<file path="config.mk">
export PLATFORM = sky130hd
export DESIGN_NAME = axi_slave_read_fifo
export DESIGN_NICKNAME = d
export VERILOG_FILES = /design/src/rtl/ip_axi_pkg.sv /design/src/rtl/axi_rd_skid_buf.sv /design/src/rtl/axi_slave_read_fifo.sv
export SDC_FILE = /design/constraint.sdc
export NUM_CORES = 1
export LEC_CHECK = 0
export ABC_AREA = 1
export BUFFER_PORTS_ARGS = -buffer_cell sky130_fd_sc_hd__buf_2
export CAP_MARGIN = 20
export CORE_ASPECT_RATIO = 1.75
export CORE_UTILIZATION = 57
export CTS_BUF_LIST = sky130_fd_sc_hd__clkbuf_4 sky130_fd_sc_hd__clkbuf_8
export DETAILED_ROUTE_END_ITERATION = 10
export PLACE_DENSITY = 0.83
export SLEW_MARGIN = 20
export SYNTH_ARGS = -nofsm -noshare
export SYNTH_HDL_FRONTEND = slang
export SYNTH_SLANG_ARGS = --single-unit
</file>
<file path="constraint.sdc">
create_clock -name clock -period 4.65 [get_ports clock]
set_input_delay 1.395 -clock clock [delete_from_list [all_inputs] [get_ports clock]]
set_output_delay 1.395 -clock clock [all_outputs]
set_load 0.05 [all_outputs]
</file>
<file path="src/rtl/ip_axi_pkg.sv">
// Shared AXI slave constants: response codes, read-path state encodings and
// the AxSIZE decode helper.
package ip_axi_pkg;

  localparam logic [1:0] RESP_OKAY   = 2'b00;
  localparam logic [1:0] RESP_DECERR = 2'b11;

  typedef enum logic [1:0] {
    RD_IDLE = 2'b00,
    RD_REQ  = 2'b01,
    RD_DATA = 2'b10
  } rd_state_t;

  function automatic logic [7:0] size_to_bytes(input logic [2:0] size);
    return 8'd1 << size;
  endfunction

endpackage

</file>
<file path="src/rtl/axi_rd_skid_buf.sv">
// Two-entry first-word-fall-through buffer holding {rdata, rresp, rlast}.
// A push into an empty buffer is visible at the head in the same cycle.
module axi_rd_skid_buf #(
  parameter int unsigned WIDTH = 67
) (
  input  logic             clock,
  input  logic             reset,
  input  logic             push,
  input  logic [WIDTH-1:0] push_data,
  input  logic             pop,
  output logic [WIDTH-1:0] head_data,
  output logic             head_valid,
  output logic [1:0]       count
);

  logic [WIDTH-1:0] mem [2];
  logic             wr_ptr;
  logic             rd_ptr;
  logic             bypass;

  // Empty buffer pushed and popped together: the beat never lands in storage.
  assign bypass     = push && pop && (count == 2'd0);
  assign head_valid = (count != 2'd0) || push;
  assign head_data  = (count != 2'd0) ? mem[rd_ptr] : push_data;

  always_ff @(posedge clock) begin
    if (push && !bypass) mem[wr_ptr] <= push_data;
  end

  always_ff @(posedge clock or posedge reset) begin
    if (reset) begin
      wr_ptr <= 1'b0;
      rd_ptr <= 1'b0;
      count  <= 2'd0;
    end else begin
      if (push && !bypass) wr_ptr <= ~wr_ptr;
      if (pop && (count != 2'd0)) rd_ptr <= ~rd_ptr;
      count <= count + {1'b0, push} - {1'b0, pop};
    end
  end

endmodule

</file>
<file path="src/rtl/axi_slave_read_fifo.sv">
// AXI4 read-channel responder: one AR burst at a time, beats popped from the
// FIFO read port and returned on R through a two-entry skid buffer.
module axi_slave_read_fifo
  import ip_axi_pkg::*;
#(
  parameter int unsigned UNIQUE_ID_SZ    = 3,
  parameter int unsigned ADDR_WIDTH      = 64,
  parameter int unsigned DATA_WIDTH      = 64,
  parameter int unsigned FIFO_ADDR_SHIFT = 7,
  parameter int unsigned FIFO_ADDR_WIDTH = 25,
  parameter int unsigned MEM_ADDR_SHIFT  = 7,
  parameter int unsigned MEM_ADDR_WIDTH  = 25
) (
  input  logic                       clock,
  input  logic                       reset,
  output logic                       arready,
  input  logic                       arvalid,
  input  logic [ADDR_WIDTH-1:0]      araddr,
  input  logic [7:0]                 arlen,
  input  logic [2:0]                 arsize,
  input  logic [UNIQUE_ID_SZ-1:0]    arid,
  output logic                       rvalid,
  input  logic                       rready,
  output logic [DATA_WIDTH-1:0]      rdata,
  output logic [1:0]                 rresp,
  output logic                       rlast,
  output logic [UNIQUE_ID_SZ-1:0]    rid,
  input  logic                       fifo_empty,
  input  logic                       fifo_underflow,
  input  logic [DATA_WIDTH-1:0]      data_from_fifo,
  output logic                       fifo_pop,
  output logic [FIFO_ADDR_WIDTH-1:0] read_addr,
  output logic [MEM_ADDR_WIDTH-1:0]  read_addr_mem,
  output logic [12:0]                read_byte_sz,
  output logic                       read_req
);

  localparam int unsigned BUF_W = DATA_WIDTH + 3;

  rd_state_t        state;
  logic [8:0]       pop_cnt;
  logic [8:0]       beat_cnt;
  logic             pop_d;
  logic             pop_last_d;
  logic             r_hs;
  logic             buf_valid;
  logic [1:0]       buf_count;
  logic [BUF_W-1:0] buf_in;
  logic [BUF_W-1:0] buf_head;

  assign arready  = (state == RD_IDLE);
  assign read_req = (state == RD_REQ);
  assign r_hs     = buf_valid && rready;
  assign rvalid   = buf_valid;

  // Credit: beats held in the buffer plus the one still in flight from the FIFO.
  assign fifo_pop = (state == RD_DATA) && (pop_cnt != 9'd0) && !fifo_empty &&
                    (({1'b0, buf_count} + {2'b00, pop_d}) < 3'd2);

  assign buf_in = {data_from_fifo, fifo_underflow ? RESP_DECERR : RESP_OKAY, pop_last_d};

  always_comb begin
    {rdata, rresp, rlast} = buf_valid ? buf_head : '0;
  end

  axi_rd_skid_buf #(
    .WIDTH(BUF_W)
  ) u_skid (
    .clock     (clock),
    .reset     (reset),
    .push      (pop_d),
    .push_data (buf_in),
    .pop       (r_hs),
    .head_data (buf_head),
    .head_valid(buf_valid),
    .count     (buf_count)
  );

  always_ff @(posedge clock or posedge reset) begin
    if (reset) begin
      state         <= RD_IDLE;
      pop_cnt       <= '0;
      beat_cnt      <= '0;
      rid           <= '0;
      read_addr     <= '0;
      read_addr_mem <= '0;
      read_byte_sz  <= '0;
      pop_d         <= 1'b0;
      pop_last_d    <= 1'b0;
    end else begin
      pop_d      <= fifo_pop;
      pop_last_d <= fifo_pop && (pop_cnt == 9'd1);
      case (state)
        RD_IDLE: begin
          if (arvalid) begin
            rid           <= arid;
            pop_cnt       <= {1'b0, arlen} + 9'd1;
            beat_cnt      <= {1'b0, arlen} + 9'd1;
            read_addr     <= FIFO_ADDR_WIDTH'(araddr >> FIFO_ADDR_SHIFT);
            read_addr_mem <= MEM_ADDR_WIDTH'(araddr >> MEM_ADDR_SHIFT);
            read_byte_sz  <= ({5'd0, arlen} + 13'd1) * {5'd0, size_to_bytes(arsize)};
            state         <= RD_REQ;
          end
        end
        RD_REQ: state <= RD_DATA;
        RD_DATA: begin
          if (fifo_pop) begin
            pop_cnt       <= pop_cnt - 9'd1;
            read_addr_mem <= read_addr_mem + MEM_ADDR_WIDTH'(1);
          end
          if (r_hs) begin
            beat_cnt <= beat_cnt - 9'd1;
            if (beat_cnt == 9'd1) state <= RD_IDLE;
          end
        end
        default: state <= RD_IDLE;
      endcase
    end
  end

endmodule
</file>
==> flow_metrics.py <==
metrics = {
    "sta": {
        "relSlewSlack": 0.392,
        "timing.hold.ws_ps": 474,
        "skew_ps": 29.9,
        "rsz0062_at_grt": "yes",
        "layout_setup_ws_ps": -371,
        "fmax_mhz": 199,
        "worst-slew-pin-transition_ps": 912,
        "period_needed_ps": 5020,
        "drv_slew": 0,
        "setup_viol_count_final": 6,
        "finalCritPeriodShare": 1.08,
        "hold_viol": 0,
    },
    "clocking": {
        "clk_latency_ps": 530,
        "ctsHoldBuffers": 0,
        "cts_buffers": 34,
        "cts_htree_levels": 2,
        "clock_path_buffers": 3,
        "cts_root_buf": "clkbuf_8",
        "cts_num_sinks": 224,
        "cts_tree": "built",
        "clkTransAtPathRegs_ps": 60,
    },
    "layout": {
        "nets": 1960,
        "num-fill-cells": 1521,
        "area_delta_synth_final_pct": 25.5,
        "final_cell_mix": "buf_2 (240), nand2_1 (214), nor2_1 (208), inv_1 (206), o21ai_0 (133)",
        "fin_util": 0.730,
        "drive_above_1_share": 0.327,
        "final_common_cell": "buf_2",
    },
    "routing": {
        "drc_errors": 0,
        "via_per_inst": 5.32,
        "drt-total-wl_um": 33300,
        "dr.pass1.iters": 5,
        "wl_per_cell_um": 16.1,
        "vias": 11000,
        "detail-route-antenna-nets": 0,
        "drtIter0Drc": 1132,
    },
    "synthesis": {
        "yosysUniqueCellTypes": 45,
        "ys_seq_area_frac": 0.488,
        "synth_ff_type": "edfxtp_1",
        "ys_seq_elements": 224,
        "postSynthAreaPerCell_um2": 9.06,
        "synth_area_leaders": "edfxtp_1 (31%), dfrtp_1 (18%), nand2_1 (6.8%)",
        "syn_nets": 1633,
        "synth_edf_count": 132,
        "async_flop_share": 0.411,
        "syn_area_mm2": 0.0128,
        "yosysTopAreaCell": "edfxtp_1",
        "syn_inst": 1416,
        "yosysTopAreaCellShare": 0.309,
        "ys_warn_count": 0,
    },
    "global_routing": {
        "grt_pass1_wl_um": 53000,
        "overflow": 0,
        "grt_max_degree": 71,
        "antenna_found_initial": 3,
        "track_usage": 0.292,
        "grt_pass1_vias": 11200,
    },
    "floorplan": {
        "start_util": 0.581,
        "die_w_um": 115,
        "chipHeight_um": 200,
        "core_area_mm2": 0.0221,
        "pin_count": 285,
        "dieArea_mm2": 0.0231,
        "rows": 72,
    },
    "critical_path": {
        "cp-start-kind": "primary input",
        "crit_type": "in2reg",
        "worst-path-buf-inv": 7,
        "cp-end-kind": "register",
        "crit_fanout": 5,
        "crit_required_ps": 5090,
        "worstPathArrival_ps": 5460,
        "critPathTopFamily": "adder cells",
        "crit_path_max_incr_delay_ps": 500,
        "cp_slowest_cell": "fa_1",
    },
    "place": {
        "preCtsSetupSlack_ps": -939,
        "gp_congestion": 0.922,
        "hpwlAfterDp_um": 23200,
        "portBuffers": 245,
    },
    "power": {
        "p_leak_nw": 7.68,
        "peakVddDrop_mv": 0.411,
        "power_mw": 9.54,
        "p_per_area_mw_per_mm2": 592,
    },
    "job": {
        "cap_violations": 0,
    },
    "run_status": {
        "status": "complete, but fails checks",
        "violations": "negative setup slack",
    },
    "worst_hold_path": {
        "hold_path.class": "reg2reg",
    },
}
## cells by family (layout without fill, tap and decap cells)
kind of cell               after synthesis  after routing  share of synthesized area
buffers and inverters                  287            638                     0.0870
and+or+nand+nor                        541            541                      0.177
DFF                                    224            224                      0.488
adders and majority gates               69             69                     0.0889
muxes                                   66             66                     0.0579
other                                    0              3                          0
AOI/OAI and AO/OA                      212            212                     0.0889
xor gates and xnor gates                17             17                     0.0116
## state kept, by name, indices dropped and copies added (netlist names), 2 cells and up
| signal | count |
|---|---|
| read_addr | 25 |
| u_skid.mem | 132 |
| read_addr_mem | 25 |
| rid | 3 |
| u_skid.count | 2 |
| state | 2 |
| read_byte_sz | 13 |
| pop_cnt | 9 |
| beat_cnt | 9 |
## where the power goes
part	switching, mW	internal (mW)	total, mW
combinational	3.66	1.35	5.01
clock	0.758	0.986	1.74
sequential	0.257	2.52	2.78
## metrics by stage
stage / TNS [ps] / area [um^2] / cells
2_1_floorplan: -1900 / 13000 / 1416
3_3_place_gp: -5060 / 15000 / 1985
3_5_place_dp: -5630 / 15000 / 1985
4_1_cts: -929 / 16000 / 2056
5_1_grt: -2650 / 16100 / 2066
6_report: -1750 / 16100 / 2066
## cells in the mapped netlist, drive strengths merged, types with 3 or more instances
| cell type | number |
|---|---|
| nand2 | 234 |
| inv | 233 |
| nor2 | 231 |
| o21ai | 147 |
| edfxtp | 132 |
| dfrtp | 92 |
| mux2 | 66 |
| nand3 | 38 |
| fa | 37 |
| a21oi | 33 |
| ha | 32 |
| buf | 27 |
| clkbuf | 27 |
| nor3 | 20 |
| xor2 | 11 |
| nand4 | 7 |
| a22oi | 6 |
| a31oi | 6 |
| o21a | 6 |
| xnor2 | 6 |
| nand3b | 3 |
| nor4 | 3 |
| o211ai | 3 |
| o22ai | 3 |
| o31ai | 3 |
| or2 | 3 |
## path summary, 6_finish.rpt
path	from	to	slack, ps	depth (start not counted)
setup / recovery	arlen[0]	read_byte_sz[12]	-370	25
hold / removal	pop_last_d	u_skid.mem[0][0]	470	0
setup reg to reg	u_skid.count[0]	u_skid.mem[1][15]	1740	6
hold reg to reg	pop_last_d	u_skid.mem[0][0]	470	0
max in group asynchronous	reset	read_byte_sz[10]	2810	3
min in group asynchronous	reset	beat_cnt[1]	1050	2
## worst register-to-register path, cell delays in order, from the launching register on
cell	delay, ps
dfrtp_1	420
nor2_4	60
inv_2	70
buf_4	600
o21ai_0	450
nor2_4	170
buf_4	700
## layer usage
metal	GRT usage	vias to the layer above	wire length, um
li1	-	5230	-
met1	0.319	5208	12000
met2	0.533	425	17900
met3	0.0423	121	1820
met4	0.153	0	1610
met5	0	-	0
## area by class of cell
cell class	count	area, um^2	area share
diodes	3	7.51	0.000466
repair buffers	345	2060	0.128
inverters	233	887	0.0551
clock inverters	13	146	0.00909
flip-flops and latches	224	6270	0.389
multi-input cells	905	5780	0.359
well taps	296	370	0.0230
clock buffers	47	584	0.0363
## repair_timing
action | in CTS | in global routing
pin swaps | 53 | 25
setup buffers | 11 | 8
resized for setup | 51 | 19
setup endpoints to repair | 6 | 7
Note: power is estimated with default switching activity, not from simulation.
